<file path="config.mk">
export PLATFORM = sky130hd
export DESIGN_NAME = ifetch_queue
export DESIGN_NICKNAME = d
export VERILOG_FILES = /design/src/rtl/ifetch_queue.sv
export SDC_FILE = /design/constraint.sdc
export NUM_CORES = 1
export LEC_CHECK = 0
export BUFFER_PORTS_ARGS = -buffer_cell sky130_fd_sc_hd__buf_4
export CORE_MARGIN = 4
export CORE_UTILIZATION = 35
export DETAILED_ROUTE_END_ITERATION = 10
export REMOVE_ABC_BUFFERS = 1
export SETUP_SLACK_MARGIN = 0.3
export SYNTH_ARGS = -nofsm -noshare
export SYNTH_HDL_FRONTEND = slang
export SYNTH_SLANG_ARGS = --single-unit
</file>
<file path="constraint.sdc">
create_clock -name w_clk -period 6.1 [get_ports w_clk]
set_clock_uncertainty 0.15 [all_clocks]
set_input_delay 1.22 -clock w_clk [delete_from_list [all_inputs] [get_ports w_clk]]
set_output_delay 1.22 -clock w_clk [all_outputs]
set_load 0.05 [all_outputs]
</file>
<file path="src/rtl/ifetch_queue.sv">
// Instruction-fetch front end: issues sequential imem addresses, captures the 1-cycle
// imem response, and queues {instruction, pc} for ID behind a valid/ready handshake.
module ifetch_queue #(
    parameter int            DEPTH    = 4,
    parameter int            AW       = 11,
    parameter int            DW       = 32,
    parameter logic [AW-1:0] RESET_PC = '0
) (
    input  logic                     w_clk,
    input  logic                     w_rst,
    input  logic                     w_redirect,
    input  logic [AW-1:0]            w_redirect_pc,
    input  logic                     w_halt,
    output logic [AW-1:0]            w_imem_addr,
    output logic                     w_imem_req,
    input  logic [DW-1:0]            w_imem_data,
    output logic                     w_valid,
    input  logic                     w_ready,
    output logic [DW-1:0]            w_ir,
    output logic [AW-1:0]            w_pc,
    output logic [AW-1:0]            w_pc4,
    output logic [$clog2(DEPTH):0]   w_count
);

    localparam int PW = $clog2(DEPTH);
    localparam int CW = PW + 1;

    logic [AW-1:0] r_fpc;
    logic          r_rsp_v;
    logic [AW-1:0] r_rsp_pc;
    logic [PW-1:0] r_wp;
    logic [PW-1:0] r_rp;
    logic [CW-1:0] r_count;

    logic [DW-1:0] mem_ir [DEPTH];
    logic [AW-1:0] mem_pc [DEPTH];

    logic          pop;
    logic          push;
    logic          issue;
    logic [CW:0]   proj;

    // Handshake: the head transfers on any rising edge where w_valid && w_ready; w_valid
    // never depends on w_ready, and the head stays stable until it transfers or is flushed.
    always_comb begin
        pop   = (r_count != '0) && w_ready;
        push  = r_rsp_v && !w_redirect;
        // Occupancy after this edge if the outstanding response lands: keeps its slot reserved.
        proj  = {1'b0, r_count} - {{CW{1'b0}}, pop} + {{CW{1'b0}}, r_rsp_v};
        issue = !w_rst && !w_halt && !w_redirect && (proj < (CW+1)'(DEPTH));
    end

    always_ff @(posedge w_clk or posedge w_rst) begin
        if (w_rst) begin
            r_fpc    <= RESET_PC;
            r_rsp_v  <= 1'b0;
            r_rsp_pc <= '0;
            r_wp     <= '0;
            r_rp     <= '0;
            r_count  <= '0;
        end else if (w_redirect) begin
            r_fpc    <= w_redirect_pc;
            r_rsp_v  <= 1'b0;
            r_wp     <= '0;
            r_rp     <= '0;
            r_count  <= '0;
        end else begin
            if (issue) begin
                r_rsp_v  <= 1'b1;
                r_rsp_pc <= r_fpc;
                r_fpc    <= r_fpc + AW'(1);
            end else begin
                r_rsp_v  <= 1'b0;
            end
            if (push) r_wp <= r_wp + PW'(1);
            if (pop)  r_rp <= r_rp + PW'(1);
            r_count <= r_count + CW'(push) - CW'(pop);
        end
    end

    always_ff @(posedge w_clk) begin
        if (push) begin
            mem_ir[r_wp] <= w_imem_data;
            mem_pc[r_wp] <= r_rsp_pc;
        end
    end

    // Storage is not reset, so the head fields are forced to zero whenever the queue is empty.
    assign w_valid     = (r_count != '0);
    assign w_ir        = w_valid ? mem_ir[r_rp] : '0;
    assign w_pc        = w_valid ? mem_pc[r_rp] : '0;
    assign w_pc4       = w_pc + AW'(1);
    assign w_imem_addr = r_fpc;
    assign w_imem_req  = issue;
    assign w_count     = r_count;

endmodule

</file>
# Word-level counts from Yosys, hierarchy flattened

Memory sizes are Yosys's and may differ from the RTL's.
Cells that the tools add are included.

Add/subtract/negate cells: 8
$lt $le $gt $ge: 1
Mux-type cells: 13
Bitwise logic cells: 1
Reduce and logical (&&, ||, !) cells: 13

Operators with widths:

| cell                    | count |
|---|---|
| $mux W11                | 3 |
| $mux W32                | 1 |
| $add A11 B1 Y11 const B | 2 |
| $mux W2                 | 4 |
| $reduce_bool A2 Y1      | 3 |
| $logic_and A1 B1 Y1     | 5 |
| $add A2 B1 Y2 const B   | 2 |
| $add A4 B1 Y4           | 1 |
| $lt A4 B3 Y1 const B    | 1 |
| $mux W1                 | 4 |
| $sub A3 B1 Y4           | 1 |
| $add A3 B1 Y3           | 1 |
| $logic_not A1 Y1        | 3 |
| $mux W3                 | 1 |
| $reduce_bool A3 Y1      | 1 |
| $sub A3 B1 Y3           | 1 |
| $reduce_and A2 Y1       | 1 |
| $not A1 Y1              | 1 |

Bits in registers: 30
Memory bits (writable): 172
Output and inout bits: 70
Logic and storage cells: 44
Memories: 2

Memory list:

| name   | depth | width | rd ports | clocked after Yosys merged registers in | write ports | RTL line | text |
|---|---|---|---|---|---|---|---|
| mem_ir | 4     | 32    | 1        | 0                                       | 1           | 35       | `logic [DW-1:0] mem_ir [DEPTH];` |
| mem_pc | 4     | 11    | 1        | 0                                       | 1           | 36       | `logic [AW-1:0] mem_pc [DEPTH];` |

# Longest topological paths before layout

Word-level depth: 8
Mapped depth: 11
Gate-level depth less buffers: 10

# Worst setup path after synthesis

OpenSTA, ideal clock, no wires.

Path type: flip-flop to output port
Start: reg r_count[1], in the netlist w_count[1]
End: out w_pc4[6]
Data arrival time: 3.684 ns
Path slack: 1.046 ns
Stages on the path, launching flop included: 9
Path through: dfrtp_1 > nor3_1 > inv_1 > clkbuf_1 > and2_1 > ha_1 > nand3_1 > or3_1 > a21oi_1

Cells in the longest elaborated chain, start to end: 3

RTL lines:

| item                   | RTL line | text |
|---|---|---|
| start, declared        | 33       | `logic [CW-1:0] r_count;` |
| start signal, assigned | 77       | `r_count <= r_count + CW'(push) - CW'(pop);` |
| $reduce_bool A3 Y1     | 89       | `assign w_valid = (r_count != '0);` |
| via w_valid            | 17       | `output logic w_valid,` |
| $mux W11               | 91       | `assign w_pc = w_valid ? mem_pc[r_rp] : '0;` |
| via w_pc[1]            | 20       | `output logic [AW-1:0] w_pc,` |
| $add A11 B1 Y11        | 92       | `assign w_pc4 = w_pc + AW'(1);` |
| end, declared          | 21       | `output logic [AW-1:0] w_pc4,` |

The timed path passes the listed nets, and every way through them passes these cells.

# Worst setup path in the final report

Start: reg r_rp[0]
End: out w_pc4[6]

Cells in the longest elaborated chain, start to end: 3

RTL lines:

| item                   | RTL line | text |
|---|---|---|
| start, declared        | 32       | `logic [PW-1:0] r_rp;` |
| start signal, assigned | 76       | `if (pop) r_rp <= r_rp + PW'(1);` |
| $mem_v2 Z4 W11         | --       |  |
| $mux W11               | 91       |  |
| $add A11 B1 Y11        | 92       |  |

Every way passes these cells.

==> flow_summary.yaml <==
power:
  p_total_mw: 4.78
  combPwrFrac: 0.370
  pwr-share-clk: 0.253
  p_switching_mw: 1.82
  vdd_drop_max_uv: 255
  netSwitchingFraction: 0.381
  powerDensity_mw_per_mm2: 464
  power.leakage_nw: 3.65
  power.internal_mw: 2.96
  seqPwrFrac: 0.377
floorplanning:
  fp.coreArea_mm2: 0.0235
  die_x_um: 163
  start_util: 0.357
  io_pins: 118
  die-area_mm2: 0.0265
  die_height_um: 163
  row_count: 56
global_routing:
  grt-ovfl-total: 0
  grt_pass1_vias: 4806
  antenna_found_initial: 0
  grt_pass1_wl_um: 27100
  grt_max_degree: 48
  grt_usage: 0.131
cts:
  cts_tree: "yes"
  postCtsHoldBufs: 0
  cts_setup_buffers: 0
  cts-root-buf: "clkbuf_16"
  clk_latency_ps: 490
  numCtsBuffers: 22
  numClockSinks: 202
  clockBufferDepth: 3
  cts-resized-gates: 0
  clkTransAtPathRegs_ps: 60
  h-tree-depth: 1
finish:
  area_delta_synth_final_pct: 22.8
  mostFrequentLayoutCell: "edfxtp_1"
  utilization: 0.438
  fin_cells: 931
  final_cell_mix: "edfxtp_1, buf_4, mux4_2"
  drive_above_1_share: 0.377
  final_net_count: 656
  fin_area_mm2: 0.0103
  diodes: 0
drt:
  dr.pass1.iters: 4
  ant_nets: 0
  drt-total-wl_um: 17500
  vias: 4539
  wire_per_inst_um: 18.8
  drc: 0
  vias_per_cell: 4.88
  drt_iter0_markers: 274
critical_path:
  path_delay_family: "flip-flops"
  cp_max_fo: 47
  reg2reg_from: "w_count[1]"
  cp.required_ps: 4730
  startpoint_type: "flip-flop"
  timing_worst_setup_path_type: "flip-flop to output pin"
  crit_path_top_delay_cell: "dfrtp_4"
  path_cells: "o21ai_0 -> or2_2 -> inv_1 -> ha_1 -> nand3_1 -> or3_1 -> a21oi_1 -> buf_4"
  worstSetupStartpoint: "r_rp[0]"
  worst-path-buf-inv: 2
  cp-end-kind: "output pin"
  cp.arrival_ps: 3410
  slowest_delay_ps: 1070
timing:
  finalCritPeriodShare: 0.784
  maxSlewHeadroom: 0.352
  report.final.hold_viol_count: 0
  rsz0062_at_grt: "false"
  setup_ws_ps: 1320
  setup_viol: 0
  finalSetupTns_ps: 0
  hold_ws_ps: 369
  timing.fmax_mhz: 209
  report.final.slew_viol_count: 0
  worst_pin_slew_ps: 972
  min_period_ps: 4780
placement:
  port_buffers: 117
  placedCellCount: 893
  dp_hpwl_um: 11200
  finalWeightedCongestion: 0.783
  place_area_mm2: 0.00964
  dp_slack_ps: 1560
synth:
  yosysSeqAreaShare: 0.705
  ys_warn_count: 0
  synth_area_mm2: 0.00840
  ys.flop_type: "edfxtp_1"
  synth_seq_cells: 202
  syn-mean-instance-area_um2: 17.8
  ys_types: 42
  synth_edf_count: 172
  ys_async_sr_fraction: 0.149
  netlist_instances: 471
min_path:
  hold_path.class: "flip-flop to flip-flop"
  min_from: "r_rsp_pc[2]"
run_status:
  status: "finished, final reports clean"
job:
  maxCapViolCount: 0
## metal layers
layer / up-vias / GRT usage / part of all wire
met2: 131 / 0.221 / 0.49
met4: 0 / 0.0301 / 0.018
met5: - / 0 / 0
met1: 2316 / 0.174 / 0.43
met3: 23 / 0.0306 / 0.063
li1: 2069 / - / -
## state kept, by name, indices dropped and copies added, names as in the netlist
register,count
mem_ir,128
mem_pc,44
r_rp,2
r_rsp_pc,11
r_rsp_v,1
r_wp,2
w_count,3
w_imem_addr,11
## path summary, 6_finish.rpt
kind                                   to  slack [ps]  cells after the start
max in group asynchronous         r_rp[0]        4810                      3
hold reg to reg              mem_pc[2][2]         370                      0
setup / recovery                 w_pc4[6]        1320                      8
min in group asynchronous         r_rp[1]         670                      3
hold / removal               mem_pc[2][2]         370                      0
setup reg to reg           w_imem_addr[1]        2680                     11
## power by group through the flow
stage / combinational (mW) / sequential [mW] / clock (mW)
final: 1.77 / 1.80 / 1.21
after global routing: 1.86 / 1.84 / 1.31
after CTS: 1.79 / 1.82 / 1.25
after detailed placement: 1.79 / 1.84 / 0
after global placement: 1.78 / 1.83 / 0
after floorplan: 1.21 / 1.84 / 0
## logic make-up after synthesis
group | Yosys count | share of synthesized area
XOR/XNOR | 19 | 0.0198
adder cells (fa/ha/maj) | 10 | 0.0158
AND/OR/NAND/NOR | 119 | 0.0766
multiplexers | 62 | 0.140
buffers and inverters | 37 | 0.0192
flip-flops | 202 | 0.705
AO/OA/AOI/OAI | 22 | 0.0238
## cell type report
| type | count | area [um2] |
|---|---|---|
| Clock buffer | 26 | 596 |
| Clock inverter | 12 | 76.3 |
| Fill cell | 2141 | 13200 |
| Inverter | 15 | 56.3 |
| Multi-Input combinational cell | 232 | 2320 |
| Sequential cell | 202 | 5920 |
| Tap cell | 319 | 399 |
| Timing Repair Buffer | 125 | 938 |
## worst reg2reg max path: stages (launching register included)
cell and delay, ps:
dfrtp_1 440, nor3_1 90, buf_4 190, inv_1 80, nand2_1 120, or2_2 300, ha_1 220, nor4b_1 520
o221ai_4 280, nand3_1 310, mux2_2 370, mux2_2 250
## Yosys cell counts (3+ instances only)
cell type / n / share of area
xnor2_1: 13 / 0.014
buf_2: 6 / 0.0036
xor2_1: 6 / 0.0063
mux4_2: 43 / 0.12
a21oi_1: 3 / 0.0018
dfrtp_1: 30 / 0.089
and2_1: 44 / 0.033
o21ai_0: 5 / 0.0030
nor2b_1: 4 / 0.0030
nor4_1: 3 / 0.0022
nand3_1: 8 / 0.0048
nor3_1: 5 / 0.0030
buf_1: 3 / 0.0013
ha_1: 9 / 0.013
nand4_1: 4 / 0.0030
mux2_2: 15 / 0.020
nand2_1: 23 / 0.010
mux2i_1: 4 / 0.0048
nor2_1: 16 / 0.0072
clkbuf_1: 11 / 0.0049
edfxtp_1: 172 / 0.62
inv_1: 15 / 0.0067
Note: power is estimated with default switching activity, not from simulation.
